**src/rtl/eth_rx_dibit_asm_if.sv**
```systemverilog
// RMII receive-side bundle between the PHY dibit stream, the dibit assembler
// and the downstream byte-control FSM.
// master: the assembler, which consumes PHY dibits and sources bytes/delimiters.
// slave:  the surroundings, which drive the PHY dibits and consume the byte stream.
interface eth_rx_dibit_asm_if;
    logic        Crs_Dv;
    logic [1:0]  Rxd;
    logic        Byte_Rdy;
    logic [7:0]  Byte;
    logic        Frame_Start;
    logic        Frame_End;
    logic [15:0] Byte_Cnt;
    logic        Align_Err;
    logic        Len_Err;

    modport master (
        input  Crs_Dv,
        input  Rxd,
        output Byte_Rdy,
        output Byte,
        output Frame_Start,
        output Frame_End,
        output Byte_Cnt,
        output Align_Err,
        output Len_Err
    );

    modport slave (
        output Crs_Dv,
        output Rxd,
        input  Byte_Rdy,
        input  Byte,
        input  Frame_Start,
        input  Frame_End,
        input  Byte_Cnt,
        input  Align_Err,
        input  Len_Err
    );
endinterface

```
**src/rtl/eth_rx_dibit_asm.sv**
```systemverilog
// RMII receive front end: finds preamble/SFD on Rxd (qualified by Crs_Dv),
// packs LSB-first dibits into bytes and reports frame delimiters, a running
// byte count and alignment/length errors. All outputs are registered, so each
// strobe appears in the cycle after the dibit that caused it.
module eth_rx_dibit_asm #(
    parameter logic [15:0] pMax_Frame_Bytes = 16'd1522,
    parameter logic [7:0]  pMax_Pre_Dibits  = 8'd32
) (
    input logic                Clk,
    input logic                Rst,
    eth_rx_dibit_asm_if.master rx
);

    typedef enum logic [1:0] {
        IDLE     = 2'd0,
        PREAMBLE = 2'd1,
        DATA     = 2'd2,
        DROP     = 2'd3
    } rxStateT;

    rxStateT     state;
    rxStateT     nextState;

    logic [7:0]  preCnt;
    logic [7:0]  shiftReg;
    logic [1:0]  dibitIdx;
    logic [7:0]  byteReg;
    logic [15:0] byteCnt;
    logic        byteRdy;
    logic        frameStart;
    logic        frameEnd;
    logic        alignErr;
    logic        lenErr;

    logic [7:0]  nextPreCnt;
    logic [7:0]  nextShift;
    logic [1:0]  nextIdx;
    logic [7:0]  nextByte;
    logic [15:0] nextByteCnt;
    logic        nextByteRdy;
    logic        nextFrameStart;
    logic        nextFrameEnd;
    logic        nextAlignErr;
    logic        nextLenErr;

    logic        crsDv;
    logic [1:0]  rxd;

    assign crsDv = rx.Crs_Dv;
    assign rxd   = rx.Rxd;

    // Next-state and next-output decode; strobes default low so each lasts one cycle.
    always_comb begin
        nextState      = state;
        nextPreCnt     = preCnt;
        nextShift      = shiftReg;
        nextIdx        = dibitIdx;
        nextByte       = byteReg;
        nextByteCnt    = byteCnt;
        nextByteRdy    = 1'b0;
        nextFrameStart = 1'b0;
        nextFrameEnd   = 1'b0;
        nextAlignErr   = 1'b0;
        nextLenErr     = 1'b0;

        case (state)
            IDLE: begin
                if (crsDv && (rxd == 2'b01)) begin
                    nextState  = PREAMBLE;
                    nextPreCnt = 8'd1;
                end
            end

            PREAMBLE: begin
                if (!crsDv) begin
                    nextState  = IDLE;
                    nextPreCnt = 8'd0;
                end else begin
                    case (rxd)
                        2'b01: begin
                            // A preamble that never ends is abandoned once it reaches the limit.
                            if ((preCnt + 8'd1) >= pMax_Pre_Dibits) begin
                                nextState  = IDLE;
                                nextPreCnt = 8'd0;
                            end else begin
                                nextPreCnt = preCnt + 8'd1;
                            end
                        end
                        2'b11: begin
                            nextState      = DATA;
                            nextPreCnt     = 8'd0;
                            nextFrameStart = 1'b1;
                            nextByteCnt    = 16'd0;
                            nextIdx        = 2'd0;
                            nextShift      = 8'd0;
                        end
                        default: begin
                            nextState  = IDLE;
                            nextPreCnt = 8'd0;
                        end
                    endcase
                end
            end

            DATA: begin
                if (!crsDv) begin
                    // Carrier gone: a non-zero dibit index means a partial byte is thrown away.
                    nextState    = IDLE;
                    nextFrameEnd = 1'b1;
                    nextAlignErr = (dibitIdx != 2'd0);
                    nextIdx      = 2'd0;
                    nextShift    = 8'd0;
                end else if (byteCnt == pMax_Frame_Bytes) begin
                    // Frame already at its maximum and still more data arriving.
                    nextState    = DROP;
                    nextLenErr   = 1'b1;
                    nextFrameEnd = 1'b1;
                    nextIdx      = 2'd0;
                    nextShift    = 8'd0;
                end else begin
                    nextShift = {rxd, shiftReg[7:2]};
                    nextIdx   = dibitIdx + 2'd1;
                    if (dibitIdx == 2'd3) begin
                        nextByte    = {rxd, shiftReg[7:2]};
                        nextByteRdy = 1'b1;
                        if (byteCnt != 16'hFFFF) begin
                            nextByteCnt = byteCnt + 16'd1;
                        end
                    end
                end
            end

            DROP: begin
                if (!crsDv) begin
                    nextState = IDLE;
                end
            end

            default: begin
                nextState = IDLE;
            end
        endcase
    end

    // FSM state register.
    always_ff @(posedge Clk or negedge Rst) begin
        if (!Rst) begin
            state <= IDLE;
        end else begin
            state <= nextState;
        end
    end

    // Datapath, counters and registered output strobes.
    always_ff @(posedge Clk or negedge Rst) begin
        if (!Rst) begin
            preCnt     <= 8'd0;
            shiftReg   <= 8'd0;
            dibitIdx   <= 2'd0;
            byteReg    <= 8'd0;
            byteCnt    <= 16'd0;
            byteRdy    <= 1'b0;
            frameStart <= 1'b0;
            frameEnd   <= 1'b0;
            alignErr   <= 1'b0;
            lenErr     <= 1'b0;
        end else begin
            preCnt     <= nextPreCnt;
            shiftReg   <= nextShift;
            dibitIdx   <= nextIdx;
            byteReg    <= nextByte;
            byteCnt    <= nextByteCnt;
            byteRdy    <= nextByteRdy;
            frameStart <= nextFrameStart;
            frameEnd   <= nextFrameEnd;
            alignErr   <= nextAlignErr;
            lenErr     <= nextLenErr;
        end
    end

    assign rx.Byte_Rdy    = byteRdy;
    assign rx.Byte        = byteReg;
    assign rx.Frame_Start = frameStart;
    assign rx.Frame_End   = frameEnd;
    assign rx.Byte_Cnt    = byteCnt;
    assign rx.Align_Err   = alignErr;
    assign rx.Len_Err     = lenErr;

endmodule

```
**src/flat_wrapper.sv**
```systemverilog
// flat-port wrapper written by rule: the top's interface ports become plain ports
module eth_rx_dibit_asm_flat 
#(
    parameter logic [15:0] pMax_Frame_Bytes = 16'd1522,
    parameter logic [7:0]  pMax_Pre_Dibits  = 8'd32
)
  (Clk, Rst, rx_Crs_Dv, rx_Rxd, rx_Byte_Rdy, rx_Byte, rx_Frame_Start, rx_Frame_End, rx_Byte_Cnt, rx_Align_Err, rx_Len_Err);
  eth_rx_dibit_asm_if rx_i ();
  input logic Clk;
  input logic Rst;
  input wire logic [$bits(rx_i.Crs_Dv)-1:0] rx_Crs_Dv;
  input wire logic [$bits(rx_i.Rxd)-1:0] rx_Rxd;
  output wire logic [$bits(rx_i.Byte_Rdy)-1:0] rx_Byte_Rdy;
  output wire logic [$bits(rx_i.Byte)-1:0] rx_Byte;
  output wire logic [$bits(rx_i.Frame_Start)-1:0] rx_Frame_Start;
  output wire logic [$bits(rx_i.Frame_End)-1:0] rx_Frame_End;
  output wire logic [$bits(rx_i.Byte_Cnt)-1:0] rx_Byte_Cnt;
  output wire logic [$bits(rx_i.Align_Err)-1:0] rx_Align_Err;
  output wire logic [$bits(rx_i.Len_Err)-1:0] rx_Len_Err;
  assign rx_i.Crs_Dv = rx_Crs_Dv;
  assign rx_i.Rxd = rx_Rxd;
  assign rx_Byte_Rdy = rx_i.Byte_Rdy;
  assign rx_Byte = rx_i.Byte;
  assign rx_Frame_Start = rx_i.Frame_Start;
  assign rx_Frame_End = rx_i.Frame_End;
  assign rx_Byte_Cnt = rx_i.Byte_Cnt;
  assign rx_Align_Err = rx_i.Align_Err;
  assign rx_Len_Err = rx_i.Len_Err;
  eth_rx_dibit_asm #(.pMax_Frame_Bytes(pMax_Frame_Bytes), .pMax_Pre_Dibits(pMax_Pre_Dibits)) u_core (.Clk(Clk), .Rst(Rst), .rx(rx_i));
endmodule
```
**config.mk**
```make
export PLATFORM = sky130hd
export DESIGN_NAME = eth_rx_dibit_asm_flat
export DESIGN_NICKNAME = d
export VERILOG_FILES = /design/src/rtl/eth_rx_dibit_asm_if.sv /design/src/rtl/eth_rx_dibit_asm.sv /design/src/flat_wrapper.sv
export SDC_FILE = /design/constraint.sdc
export NUM_CORES = 1
export LEC_CHECK = 0
export BUFFER_PORTS_ARGS = -buffer_cell sky130_fd_sc_hd__buf_2
export CAP_MARGIN = 15
export CORE_MARGIN = 2
export CORE_UTILIZATION = 55
export CTS_CLUSTER_SIZE = 14
export DETAILED_ROUTE_END_ITERATION = 10
export GPL_ROUTABILITY_DRIVEN = 0
export GPL_TIMING_DRIVEN = 0
export PLACE_DENSITY = 0.78
export SETUP_SLACK_MARGIN = 0.15
export SLEW_MARGIN = 20
export SYNTH_ARGS = -nofsm -noshare
export SYNTH_HDL_FRONTEND = slang
export SYNTH_SLANG_ARGS = --single-unit
```
**constraint.sdc**
```tcl
create_clock -name Clk -period 4.9 [get_ports Clk]
set_clock_uncertainty 0.05 [all_clocks]
set_input_delay 0.49 -clock Clk [delete_from_list [all_inputs] [get_ports Clk]]
set_output_delay 0.49 -clock Clk [all_outputs]
set_load 0.01 [all_outputs]
```
==> impl.org <==
** Cells and area
- Area growth, synth to finish :: 15.0%
- Antenna diode instance count :: 0
- With fillers left out, the area of the finished cells amounts to 2570 um^2.
- In the final layout, the share of cells above drive strength 1 is 23.8%.
- Nets@finish :: 250

** Die
- The total area inside the core boundary comes to 3940 um^2.
- The die is 67.8 um wide.
- Row cnt :: 23
- In this run the count of I/O pins placed on the die edge is 34.
- The die is 67.8 um tall.
- The floorplan step defined a die boundary enclosing 4590 um^2.
- Initial cell density of the core :: 56.7%

** Routing
- WL/cell :: 15.2 um
- Routed vias :: 1741
- For this block, the initial DRC count from the detailed router was approximately 130.
- Once detail routing completed, the nets flagged for antenna violations numbered 0.
- Summed over all layers, the routed wires come to 4410 um.
- In the routed layout, each cell is associated on average with a via count of 6.00.
- Number of iterations in the first detailed-routing pass :: 4
- After detailed routing, the number of remaining DRC violations is 0.

** Setup path
- Crit path largest cell delay :: 450 ps
- The worst setup path is launched from a flip-flop.
- The critical path goes through inv_1 -> ha_1 -> nor4b_1 -> nand4_1 -> and2_1 -> buf_2 -> nand3_1 -> mux2i_1.
- R2R cell count :: 8
- In this run the critical register-to-register path is launched from u_core.rx.Byte_Cnt[0]$_DFFE_PN0P_.
- Data required, critical path :: just over 5000 ps
- The slowest stage of the critical path is the dfrtp_1 cell.
- In this run the register-to-register setup slack is 2640 ps.
- Crit-path max FO :: 10
- By startpoint and endpoint, the worst setup path is classified as reg2reg.
- CP Capture Type :: flip-flop
- At the worst endpoint, the arrival time is around 2400 ps.
- R2r endpoint :: u_core.rx.Byte_Cnt[2]$_DFFE_PN0P_

** Yosys
- In this run, synthesis inferred 0 flip-flops with an integrated enable.
- Cell types with the highest counts after synthesis :: dfrtp_1, a21oi_1, nand2_1, nand3_1, a22o_1
- Sequential element share of the synthesized area :: a little over half
- Mean Syn Cell Area :: 11.2 um^2
- The most used flip-flop cell after synthesis is dfrtp_1.
- Yosys mapped the design onto 44 distinct sky130hd cell types.
- Ys async rst share :: 100%
- Synth top area cells :: dfrtp_1, mux2_2, a22o_1
- Of all cell types, the one taking the most synthesized area is dfrtp_1.
- Synthesized netlist net count :: 210
- Of the post-synthesis cell area, the dominant cell type holds 52.6%.
- Warnings, synthesis :: 0
- Most frequent cell after synthesis :: dfrtp_1
- Synthesis handed over a netlist of 200 instances.
- Cell Area, Synth :: 2240 um^2
- Synthesis-stage register bit count :: 47

** Placement
- Pre-CTS setup slack :: 2670 ps
- Count of input and output buffers :: 33
- After detailed placement, the total cell area comes to roughly 2500 um^2.
- Detailed placement finished with a half-perimeter wire length of 3000 um.

** STA
- The number of slew-limit violations in the final report was 0.
- Setup violations remaining at the end of the flow were counted as 0.
- Number of hold violations in the final report :: 0
- For the pin with the worst max-slew slack, the measured transition is between 500 and 600 ps.
- RSZ-0062 raised after global routing :: no
- Measured against its own limit, the worst slew margin works out to 60.7%.
- After layout, the minimum clock period comes to 2260 ps.
- Setup TNS :: 0 ps
- Of the available clock period, the critical path in the final layout requires 46.1%.
- Setup slack closes at 2640 ps.
- Max Freq :: about 440 MHz

** Clock tree
- Buffers inserted during clock tree synthesis total 5.
- The clock passes through at most 2 buffers.
- Source-to-sink clock delay at the later pin of the worst-skew pair :: 300 ps
- The root buffer cell chosen for the clock tree is clkbuf_8.
- Clock tree synthesis found a total of 47 sinks.
- TritonCTS clock tree :: built
- Number of levels the H-tree was split into :: 2
- Clock Pin Slew Worst Setup and Hold Paths :: 90 ps
- After clock tree synthesis, the repair step resized 0 gates.
- Count of buffers added by post-CTS timing repair for setup :: 0
- After clock tree synthesis, the flow added hold-fix buffers numbering 0.

** Global routing
- The number of antenna violations at the first check in global routing is 0.
- Global routing used 21.7% of the available tracks across all layers.
- Number of global-route vias before repair :: between 1500 and 2000
- The first global-routing pass estimated 7380 um of wire.
- Summed over all layers, the global routing overflow is 0.
- Entering global routing, the biggest net connects 48 pins.

** Pwr
- Cell Int Power :: approximately 570 uW
- Leakage power of the design :: approximately 1.3 nW
- Net switching power :: around 160 uW
- The clock network accounts for 37.8% of the total power.
- Peak supply drop :: 178 uV
- In this run, the combinational gates consume 5.8% of the power.
- Areal power density over the cells :: 284 nW/um^2
- Sequential share of power :: approximately 56%
- Sw Share :: 22.2%

** Run status
- The run finished with clean final reports.

** Min path
- Tightest Hold Check Type :: in2async

** Job
- Max-cap violations in this run came to 0.
## final cells by class
class                   instances  area [um^2]
well taps                      50         62.6
fillers                       317         1370
inverters                       9         33.8
clock buffers                   5         68.8
plain buffers                   6         57.6
clock inverters                 2         37.5
multi-input cells             138          970
repair buffers                 33          168
flip-flops and latches         47         1180
## layout by cell type (no fill, tap or decap), types with 4 or more instances in the layout
master,netlist,final
nand3_1,11,11
a21oi_1,11,11
nor3_1,5,5
or4_1,4,4
nand4_1,4,4
nand2_1,11,11
or3_1,6,6
o211ai_1,4,4
clkbuf_8,0,5
inv_1,9,9
and3_1,4,4
buf_2,2,34
o31ai_1,9,9
nor2_1,7,7
o21ai_0,5,5
dfrtp_1,47,47
nor2b_1,8,8
a22o_1,10,10
mux2_2,9,9
ha_1,5,5
## stage by stage
stage	utilization (%)	std cells	power, mW	hold slack [ps]
global placement	62.5	283	0.461	433
CTS	65.2	290	0.743	349
global route	65.3	290	0.762	178
floorplan	-	200	0.444	144
finish	65.3	290	0.732	135
detailed placement	62.5	283	0.462	440
## worst max path at each step
| stage | startpoint | to | slack, ps | depth (start not counted) |
|---|---|---|---|---|
| 2_1_floorplan | u_core.rx.Byte_Cnt[0]$_DFFE_PN0P_ | u_core.rx.Byte[6]$_DFFE_PN0P_ | 2950 | 7 |
| 3_3_place_gp | u_core.rx.Byte_Cnt[0]$_DFFE_PN0P_ | u_core.rx.Byte[5]$_DFFE_PN0P_ | 2720 | 7 |
| 3_5_place_dp | u_core.rx.Byte_Cnt[0]$_DFFE_PN0P_ | u_core.rx.Byte_Cnt[2]$_DFFE_PN0P_ | 2670 | 8 |
| 4_1_cts | u_core.rx.Byte_Cnt[0]$_DFFE_PN0P_ | u_core.rx.Byte_Cnt[2]$_DFFE_PN0P_ | 2650 | 8 |
| 5_1_grt | u_core.rx.Byte_Cnt[0]$_DFFE_PN0P_ | u_core.rx.Byte_Cnt[2]$_DFFE_PN0P_ | 2550 | 8 |
| 6_report | u_core.rx.Byte_Cnt[0]$_DFFE_PN0P_ | u_core.rx.Byte_Cnt[2]$_DFFE_PN0P_ | 2640 | 8 |
## power groups by stage
stage               Sequential, mW  Clock, mW  Combinational, mW
floorplan                    0.418          0             0.0258
global placement             0.420          0             0.0417
detailed placement           0.420          0             0.0424
CTS                          0.412      0.287             0.0427
global route                 0.415      0.297             0.0499
finish                       0.413      0.277             0.0421
## cells by family (layout without fill, tap and decap cells)
| kind of cell | Yosys count | count (layout) | synth area share [%] |
|---|---|---|---|
| fa+ha+maj | 5 | 5 | 2.80 |
| buf+inv | 15 | 55 | 4.08 |
| compound gates | 49 | 49 | 15.5 |
| flops | 47 | 47 | 52.6 |
| mux | 10 | 10 | 4.98 |
| simple gates | 74 | 74 | 20.1 |
## flip-flops by register name, indices dropped and copies added (netlist names)
signal,count
u_core.rx.Byte_Cnt,16
u_core.rx.Byte_Rdy,1
u_core.rx.Frame_Start,1
u_core.dibitIdx,2
u_core.rx.Align_Err,1
u_core.shiftReg,6
u_core.preCnt,8
u_core.state,2
u_core.rx.Frame_End,1
u_core.rx.Byte,8
u_core.rx.Len_Err,1
## metal layers
metal  GRT usage, %  wire length [um]  up-vias  part of all wire, %
li1               -                 -      839                    -
met1           30.0              2050      839                   47
met5              0                 0        -                    0
met4           6.50                54        0                  1.2
met2           33.6              2080       58                   47
met3           5.67               221        5                  5.0
## worst max-delay path, delay by kind of cell, from the launching register on
family        cells  cell delay (ps)
fa+ha+maj         1              140
buf+inv           2              290
flops             1              450
mux               1              220
simple gates      4             1030
No activity file was read; power rests on OpenSTA's default activity.
